--- config.mk ---
export PLATFORM = sky130hd
export DESIGN_NAME = fifo_uart_tx
export DESIGN_NICKNAME = d
export VERILOG_FILES = /design/src/rtl/fifo_uart_pkg.sv /design/src/rtl/fifo_uart_tx_bit_timer.sv /design/src/rtl/fifo_uart_tx.sv
export SDC_FILE = /design/constraint.sdc
export NUM_CORES = 1
export LEC_CHECK = 0
export CORE_MARGIN = 2
export CORE_UTILIZATION = 37
export CTS_BUF_LIST = sky130_fd_sc_hd__clkbuf_8
export DETAILED_ROUTE_END_ITERATION = 8
export MAX_ROUTING_LAYER = met4
export SETUP_SLACK_MARGIN = 0.2
export SKIP_CTS_REPAIR_TIMING = 1
export SYNTH_ARGS = -nofsm -noshare
export SYNTH_HDL_FRONTEND = slang
export SYNTH_SLANG_ARGS = --single-unit
export TNS_END_PERCENT = 5
--- constraint.sdc ---
create_clock -name clk -period 2 [get_ports clk]
set_input_delay 0.2 -clock clk [delete_from_list [all_inputs] [get_ports clk]]
set_output_delay 0.2 -clock clk [all_outputs]
set_load 0.01 [all_outputs]
--- src/rtl/fifo_uart_pkg.sv ---
// Shared definitions for the FIFO-fed UART transmitter: state encoding,
// line levels and a frame-length helper for benches.
package fifo_uart_pkg;

    // Transmitter FSM states
    localparam logic [2:0] ST_IDLE  = 3'd0;
    localparam logic [2:0] ST_FETCH = 3'd1;
    localparam logic [2:0] ST_START = 3'd2;
    localparam logic [2:0] ST_DATA  = 3'd3;
    localparam logic [2:0] ST_STOP  = 3'd4;

    // Serial line levels
    localparam logic TX_IDLE  = 1'b1;
    localparam logic TX_START = 1'b0;

    // Enabled clock cycles occupied by one frame (start + data + stop bits)
    function automatic int unsigned frame_cycles(input int unsigned data_width,
                                                 input int unsigned clks_per_bit,
                                                 input int unsigned stop_bits);
        return (32'd1 + data_width + stop_bits) * clks_per_bit;
    endfunction

endpackage

--- src/rtl/fifo_uart_tx_bit_timer.sv ---
// Bit-period timer: counts enabled cycles and raises bit_tick_o on the last
// cycle of each period. The period is CLKS_PER_BIT, or STOP_BITS*CLKS_PER_BIT
// when long_i is set so the whole stop interval is a single period.
module uart_bit_timer #(
    parameter int CLKS_PER_BIT = 16,
    parameter int STOP_BITS    = 1
) (
    input  logic clk,
    input  logic rst_n,
    input  logic clk_enable,
    input  logic load_i,
    input  logic cnt_en_i,
    input  logic long_i,
    output logic bit_tick_o
);

    localparam int N_LONG = CLKS_PER_BIT * STOP_BITS;
    localparam int CW     = (N_LONG > 1) ? $clog2(N_LONG) : 1;
    localparam logic [CW-1:0] TC_SHORT = CW'(CLKS_PER_BIT - 1);
    localparam logic [CW-1:0] TC_LONG  = CW'(N_LONG - 1);

    logic [CW-1:0] cnt_q;
    logic [CW-1:0] cnt_d;
    logic [CW-1:0] tc_s;

    // Terminal-count detect and next count (wraps to zero on the tick)
    always_comb begin
        tc_s       = long_i ? TC_LONG : TC_SHORT;
        bit_tick_o = clk_enable & cnt_en_i & (cnt_q == tc_s);
        cnt_d      = cnt_q;
        if (load_i) begin
            cnt_d = '0;
        end else if (cnt_en_i) begin
            if (cnt_q == tc_s) begin
                cnt_d = '0;
            end else begin
                cnt_d = cnt_q + CW'(1);
            end
        end else begin
            cnt_d = cnt_q;
        end
    end

    // Counter register, frozen on disabled cycles
    always_ff @(posedge clk or negedge rst_n) begin
        if (!rst_n) begin
            cnt_q <= '0;
        end else if (clk_enable) begin
            cnt_q <= cnt_d;
        end else begin
            cnt_q <= cnt_q;
        end
    end

endmodule

--- src/rtl/fifo_uart_tx.sv ---
// UART transmitter that drains a FIFO read port: pops one word per frame and
// shifts it out LSB-first between a start bit and STOP_BITS stop bits.
module fifo_uart_tx
    import fifo_uart_pkg::*;
#(
    parameter int DATA_WIDTH        = 8,
    parameter int CLKS_PER_BIT      = 16,
    parameter int FIFO_READ_LATENCY = 1,
    parameter int STOP_BITS         = 1
) (
    input  logic                  clk,
    input  logic                  reset,
    input  logic                  clk_enable,
    input  logic                  enable,
    input  logic                  fifo_empty,
    output logic                  fifo_read,
    input  logic [DATA_WIDTH-1:0] fifo_read_data,
    output logic                  tx,
    output logic                  busy,
    output logic                  frame_done
);

    localparam int BCW = $clog2(DATA_WIDTH + 1);
    localparam logic [BCW-1:0] LAST_BIT = BCW'(DATA_WIDTH - 1);

    logic [2:0]            state_q, state_d;
    logic [DATA_WIDTH-1:0] shift_q, shift_d;
    logic [BCW-1:0]        bit_cnt_q, bit_cnt_d;
    logic                  tx_q, tx_d;
    logic                  fifo_read_q, fifo_read_d;
    logic                  busy_q, busy_d;
    logic                  frame_done_q, frame_done_d;
    logic                  rd_dly_q;
    logic                  load_s;
    logic                  tick_s;
    logic                  tmr_load_s;
    logic                  tmr_en_s;
    logic                  tmr_long_s;

    // Read data is valid during the pulse (latency 0) or the enabled cycle
    // after it (latency 1); the latter coincides with the first START cycle,
    // where tx is forced low anyway, so no extra fetch cycle is needed.
    assign load_s = (FIFO_READ_LATENCY == 0) ? fifo_read_q : rd_dly_q;

    assign tmr_load_s = (state_q == ST_FETCH);
    assign tmr_en_s   = (state_q == ST_START) || (state_q == ST_DATA) || (state_q == ST_STOP);
    assign tmr_long_s = (state_q == ST_STOP);

    uart_bit_timer #(
        .CLKS_PER_BIT (CLKS_PER_BIT),
        .STOP_BITS    (STOP_BITS)
    ) u_bit_timer (
        .clk        (clk),
        .rst_n      (reset),
        .clk_enable (clk_enable),
        .load_i     (tmr_load_s),
        .cnt_en_i   (tmr_en_s),
        .long_i     (tmr_long_s),
        .bit_tick_o (tick_s)
    );

    // Frame sequencing, shift register and next output values
    always_comb begin
        state_d      = state_q;
        shift_d      = shift_q;
        bit_cnt_d    = bit_cnt_q;
        fifo_read_d  = 1'b0;
        busy_d       = busy_q;
        frame_done_d = 1'b0;

        if (load_s) begin
            shift_d = fifo_read_data;
        end else begin
            shift_d = shift_q;
        end

        case (state_q)
            ST_IDLE: begin
                if (enable && !fifo_empty) begin
                    fifo_read_d = 1'b1;
                    busy_d      = 1'b1;
                    state_d     = ST_FETCH;
                end else begin
                    state_d = ST_IDLE;
                end
            end
            ST_FETCH: begin
                bit_cnt_d = '0;
                state_d   = ST_START;
            end
            ST_START: begin
                if (tick_s) begin
                    state_d = ST_DATA;
                end else begin
                    state_d = ST_START;
                end
            end
            ST_DATA: begin
                if (tick_s) begin
                    shift_d = {1'b0, shift_q[DATA_WIDTH-1:1]};
                    if (bit_cnt_q == LAST_BIT) begin
                        bit_cnt_d = '0;
                        state_d   = ST_STOP;
                    end else begin
                        bit_cnt_d = bit_cnt_q + BCW'(1);
                    end
                end else begin
                    state_d = ST_DATA;
                end
            end
            ST_STOP: begin
                if (tick_s) begin
                    state_d      = ST_IDLE;
                    busy_d       = 1'b0;
                    frame_done_d = 1'b1;
                end else begin
                    state_d = ST_STOP;
                end
            end
            default: begin
                state_d = ST_IDLE;
                busy_d  = 1'b0;
            end
        endcase

        case (state_d)
            ST_START: tx_d = TX_START;
            ST_DATA:  tx_d = shift_d[0];
            default:  tx_d = TX_IDLE;
        endcase
    end

    // State and output registers; everything holds on disabled cycles
    always_ff @(posedge clk or negedge reset) begin
        if (!reset) begin
            state_q      <= ST_IDLE;
            shift_q      <= '0;
            bit_cnt_q    <= '0;
            tx_q         <= TX_IDLE;
            fifo_read_q  <= 1'b0;
            busy_q       <= 1'b0;
            frame_done_q <= 1'b0;
            rd_dly_q     <= 1'b0;
        end else if (clk_enable) begin
            state_q      <= state_d;
            shift_q      <= shift_d;
            bit_cnt_q    <= bit_cnt_d;
            tx_q         <= tx_d;
            fifo_read_q  <= fifo_read_d;
            busy_q       <= busy_d;
            frame_done_q <= frame_done_d;
            rd_dly_q     <= fifo_read_q;
        end else begin
            state_q      <= state_q;
            shift_q      <= shift_q;
            bit_cnt_q    <= bit_cnt_q;
            tx_q         <= tx_q;
            fifo_read_q  <= fifo_read_q;
            busy_q       <= busy_q;
            frame_done_q <= frame_done_q;
            rd_dly_q     <= rd_dly_q;
        end
    end

    assign tx         = tx_q;
    assign fifo_read  = fifo_read_q;
    assign busy       = busy_q;
    assign frame_done = frame_done_q;

endmodule

==> impl_metrics.yaml, run 1 <==
detailed_routing:
  ant_nets: 0
  wl_per_cell_um: 14.3
  dr.pass1.iters: 4
  viasPerCell: 5.50
  drc_errors: 0
  routed_wl_um: 3050
  drtIter0Drc: 59
  via_count: 1171
clock_tree:
  clk_pin_slew_ns: 0.08
  numCtsBuffers: 3
  htreeDepth: 1
  clockBufferDepth: 2
  clock_latency_ns: 0.26
  clock-sinks: 24
  cts_root_buf: "clkbuf_8"
  tritoncts: "done"
finish:
  drive_gt1_share_pct: 15.2
  final_cell_mix: "dfrtp_1, clkdlybuf4s50_1, nand2_1"
  stdcell_count: 213
  final_core_util_pct: 46.0
  syn_to_final_growth_pct: 19.6
  fin_nets: 181
  mostFrequentLayoutCell: "dfrtp_1"
  antenna_cells: 0
synth:
  yosysSeqAreaShare_pct: 43.1
  ys_ff_latch: 24
  synth_top_area_share_pct: 41.2
  synth_nets: 161
  yosysTopAreaCell: "dfrtp_1"
  async_flop_share_pct: 100
  synth_area_mm2: 0.00140
  synthFlopType: "dfrtp_1"
  syn_inst: 146
  yosys_warnings: 0
  syn_area_per_cell_um2: 9.56
  synthTopCellsByArea: "dfrtp_1, o21ai_0, nand3_1, nor3_1, nor3b_2"
  synth_edf_count: 0
  ys_types: 43
die:
  fp-row-count: 22
  ios: 17
  initial_core_util_pct: 38.4
  dieArea_mm2: 0.00428
  core_mm2: 0.00363
  die_h_um: 65.4
  die_w_um: 65.4
timing:
  final_max_slew_viol_count: 0
  hold-worst-slack_ns: 0.297
  slew_headroom_pct: 75.8
  hold_violations: 0
  max_freq_mhz: 601
  setup_tns_ns: 0
  setup_viol: 0
  min_period_ns: 1.66
  worst_pin_slew_ns: 0.361
  rsz0062_at_grt: "yes"
  fin_crit_sh_pct: 83.2
  finClkSkew_ns: 0.00120
pwr:
  power_density_mw_per_mm2: 981
  peakVddDrop_mv: 0.481
  p_total_mw: 1.64
  power.leakage_nw: 0.702
setup_path:
  cp_max_fo: 7
  cp.arrival_ns: 1.85
  cp_data_required_time_ns: 2.19
  rr_startpoint: "u_bit_timer.cnt_q[0]$_DFFE_PN0P_"
  startpoint: "u_bit_timer.cnt_q[0]$_DFFE_PN0P_"
  critPathKind: "flip-flop to flip-flop"
  worstSetupEndpointType: "flip-flop"
  crit_path_start_kind: "flip-flop"
global_route:
  grt-ovfl-total: 0
  antenna_found_initial: 0
  grt_pass1_wl_um: 5230
  grt_max_degree: 27
  grt_pass1_vias: 1137
  grt.total_usage_pct: 16.2
job:
  maxCapViolCount: 0
placement:
  place_inst: 209
  post-dp-hpwl_um: 2230
  port_buffers: 16
  gp_congestion: 0.794
run_status:
  status: "finished, final reports clean"
hold_path:
  hp-class: "input pin to async pin"
[cells by family after synthesis]
kind of cell    Yosys count  share of synthesized area (%)
compound gates           38                           19.4
fa+ha+maj                 2                           1.79
buf+inv                  17                           6.90
flops                    24                           43.1
mux                       4                           2.96
simple gates             61                           25.8
[per-layer routing]
metal / wire [um] / share of wire (%) / vias to the layer above / global-route usage (%)
li1: - / - / 573 / -
met1: 1400 / 46 / 573 / 20.4
met2: 1520 / 50 / 20 / 27.3
met3: 102 / 3.3 / 5 / 2.57
met4: 25 / 0.82 / 0 / 3.91
met5: 0 / 0 / - / -
[sequential cells by signal (all words and copies together) (netlist names)]
register,cells
tx,1
state_q,3
busy,1
bit_cnt_q,4
fifo_read,1
frame_done,1
u_bit_timer.cnt_q,4
shift_q,8
load_s,1
[layout make-up]
cell class / count / area [um2]
inverters: 8 / 30.0
clock buffers: 4 / 55.1
multi-input cells: 105 / 703
repair buffers: 24 / 220
flip-flops and latches: 24 / 602
well taps: 48 / 60.1
fillers: 377 / 1960
[Yosys cell counts, types with 2 or more instances]
library cell and count:
buf_6 3, ha_1 2, o31ai_2 2, o22ai_1 3, and3_1 3, o21ai_0 12, nand2_1 13, o31ai_1 2
nor2_1 8, dfrtp_1 23, nand3_1 11, a21oi_1 5, nor3b_2 4, nand4_1 2, or3_1 2, mux2i_1 3
inv_1 8, nor3_1 11, buf_2 5
[worst max-delay path, stage by stage (launching register included)]
cell	delay [ns]
dfrtp_1	0.42
ha_1	0.29
and3_1	0.26
a41o_1	0.25
a31o_1	0.20
mux2i_1	0.16
[stage by stage]
| stage | setup WS (ns) | instance area [um2] |
|---|---|---|
| after global routing | 0.198 | 1670 |
| after global placement | 0.194 | 1610 |
| after CTS | 0.196 | 1670 |
| after detailed placement | 0.155 | 1610 |
| final | 0.336 | 1670 |
| after floorplan | 0.490 | 1400 |
[where the power goes]
part / internal (mW) / switching (mW) / total, mW
clock network: 0.176 / 0.155 / 0.331
logic: 0.260 / 0.276 / 0.536
registers: 0.633 / 0.139 / 0.772
total: 1.07 / 0.570 / 1.64
[path summary, 6_finish.rpt]
path                                       endpoint  slack, ns  cells past startpoint
max                          state_q[0]$_DFFE_PN0P_       0.34                      5
min                          state_q[0]$_DFFE_PN0P_       0.30                      2
max reg2reg                  state_q[0]$_DFFE_PN0P_       0.34                      5
min reg2reg                bit_cnt_q[3]$_DFFE_PN0P_       0.50                      1
max in group asynchronous            tx$_DFFE_PN1P_       1.41                      2
min in group clk           bit_cnt_q[3]$_DFFE_PN0P_       0.50                      1
(Power assumes the default switching activity.)
==> run 2, diff against run 1 <==
clock period = 1.33 ns   (was 2 ns; I/O delays follow)
==> impl_metrics.yaml, run 2 (synthesized netlist as in run 1, its figures left out) <==
run_status:
  status: "complete, but fails checks"
  violations: "setup timing"
hold_path:
  hp-class: "input pin to async pin"
finish:
  top_register: "shift_q"
  reg.largest.list: "shift_q x8, bit_cnt_q x4, u_bit_timer.cnt_q x4"
  antenna_cells: 0
  final_core_util_pct: 53.3
  mostFrequentLayoutCell: "buf_4"
  drive_gt1_share_pct: 33.5
  largest_reg_flops: 8
  syn_to_final_growth_pct: 38.6
  final_cell_mix: "buf_4, dfrtp_1, clkdlybuf4s50_1"
  fin_nets: 204
  stdcell_count: 236
job:
  maxCapViolCount: 0
setup_path:
  r2r_slack_ns: -0.15
  critPathKind: "flip-flop to flip-flop"
  rr_worst_depth: 6
  rr_startpoint: "u_bit_timer.cnt_q[1]$_DFFE_PN0P_"
  startpoint: "u_bit_timer.cnt_q[1]$_DFFE_PN0P_"
  path_cells: "ha_4 -> nand3_4 -> or3_4 -> buf_6 -> nor3b_4 -> nor3_2"
  cp_max_fo: 9
  worstSetupEndpointType: "flip-flop"
  setup.worst_path.end: "shift_q[5]$_DFFE_PN0P_"
  crit_path_start_kind: "flip-flop"
  cp_data_required_time_ns: 1.49
  slowest_stage: "dfrtp_1"
  max_stage_delay_ns: 0.40
  worstReg2RegEnd: "shift_q[5]$_DFFE_PN0P_"
  cp.arrival_ns: 1.64
detailed_routing:
  routed_wl_um: 3370
  viasPerCell: 5.33
  ant_nets: 0
  drc_errors: 0
  drtIter0Drc: 60
  wl_per_cell_um: 14.3
  via_count: 1258
  dr.pass1.iters: 4
global_route:
  grt-ovfl-total: 0
  antenna_found_initial: 0
  grt_pass1_vias: 1180
  grt_pass1_wl_um: 5490
  grt_max_degree: 27
  grt.total_usage_pct: 17.2
  use_met2_pct: 27.3
  met1_usage_pct: 21.9
  grt.busiest_layer: "met2"
  grtUsageMet3_pct: 3.08
pwr:
  p_seq_share_pct: 39.2
  power.share.switching_pct: 33.3
  internal-power_mw: 1.98
  power.leakage_nw: 0.841
  power_density_mw_per_mm2: 1530
  pwr-share-clk_pct: 22.1
  peakVddDrop_mv: 1.01
  p_total_mw: 2.96
  power_switching_mw: 0.987
  combinationalPowerShare_pct: 38.7
die:
  fp-row-count: 22
  ios: 17
  die_h_um: 65.4
  initial_core_util_pct: 38.4
  core_mm2: 0.00363
  die_w_um: 65.4
  dieArea_mm2: 0.00428
timing:
  fin_crit_sh_pct: 111
  hold-worst-slack_ns: 0.218
  max_freq_mhz: 675
  rsz0062_at_grt: "yes"
  slew_headroom_pct: 79.5
  final_max_slew_viol_count: 0
  hold_violations: 0
  finClkSkew_ns: 0.00265
  fin_ws_ns: -0.151
  worst_pin_slew_ns: 0.305
  setup_viol: 14
  min_period_ns: 1.48
placement:
  place_inst: 231
  port_buffers: 16
  post-dp-hpwl_um: 2340
  gp_congestion: 0.832
clock_tree:
  clockBufferDepth: 2
  cts_root_buf: "clkbuf_8"
  htreeDepth: 1
  clock-sinks: 24
  clk_pin_slew_ns: 0.09
  clock_latency_ns: 0.27
  tritoncts: "done"
  numCtsBuffers: 3
## run 2: cell count changes in the layout (fill, tap and decap cells not counted), moves of 2 or more
cell | before | now
o21ai_1 | 1 | 4
and3_1 | 3 | 1
buf_4 | 8 | 29
and3_4 | 0 | 2
dfrtp_1 | 23 | 21
nor3_1 | 11 | 9
buf_6 | 0 | 2
ha_1 | 2 | 0
dfrtp_2 | 0 | 2
o21ai_0 | 12 | 8
## run 2: worst min-delay path by stage
stage                                        start                        to  slack, ns
after detailed placement  bit_cnt_q[3]$_DFFE_PN0P_  bit_cnt_q[3]$_DFFE_PN0P_       0.48
after CTS                                    reset    frame_done$_DFFE_PN0P_       0.23
after global placement    bit_cnt_q[3]$_DFFE_PN0P_  bit_cnt_q[3]$_DFFE_PN0P_       0.47
after global routing                         reset    frame_done$_DFFE_PN0P_       0.25
final                                        reset    frame_done$_DFFE_PN0P_       0.22
after floorplan                              reset  bit_cnt_q[0]$_DFFE_PN0P_      -0.16
## run 2: routing by layer
layer / share of wire [%] / wire (um)
met5: 0 / 0
met4: 1.8 / 61
met3: 4.1 / 139
met2: 50 / 1670
met1: 44 / 1500
## run 2: per-stage QoR
stage / setup WS [ns] / instance area [um2] / setup TNS [ns]
2_1_floorplan: -0.143 / 1400 / -1.47
3_3_place_gp: -0.318 / 1780 / -4.49
3_5_place_dp: -0.339 / 1780 / -4.94
4_1_cts: -0.206 / 1850 / -2.79
5_1_grt: -0.220 / 1940 / -2.76
6_report: -0.151 / 1940 / -1.43
## run 2: final cells by class
cell class | instances | area (um2)
clock inverters | 1 | 30.0
flip-flops and latches | 24 | 604
fillers | 351 | 1700
well taps | 48 | 60.1
inverters | 8 | 30.0
multi-input cells | 105 | 774
clock buffers | 3 | 41.3
repair buffers | 47 | 395
## run 2: worst max-delay path, delay by kind of cell, from the launching register on
family	cells	cell delay [ns]
buffers and inverters	1	0.16
adder cells (fa/ha/maj)	1	0.18
AND/OR/NAND/NOR	4	0.63
flip-flops	1	0.40
## run 2: power groups by stage
stage | Combinational, mW | Sequential (mW) | Clock [mW]
CTS | 1.03 | 1.12 | 0.668
floorplan | 0.622 | 1.10 | 0
global route | 1.27 | 1.19 | 0.695
detailed placement | 1.02 | 1.14 | 0
finish | 1.15 | 1.16 | 0.653
global placement | 1.00 | 1.13 | 0
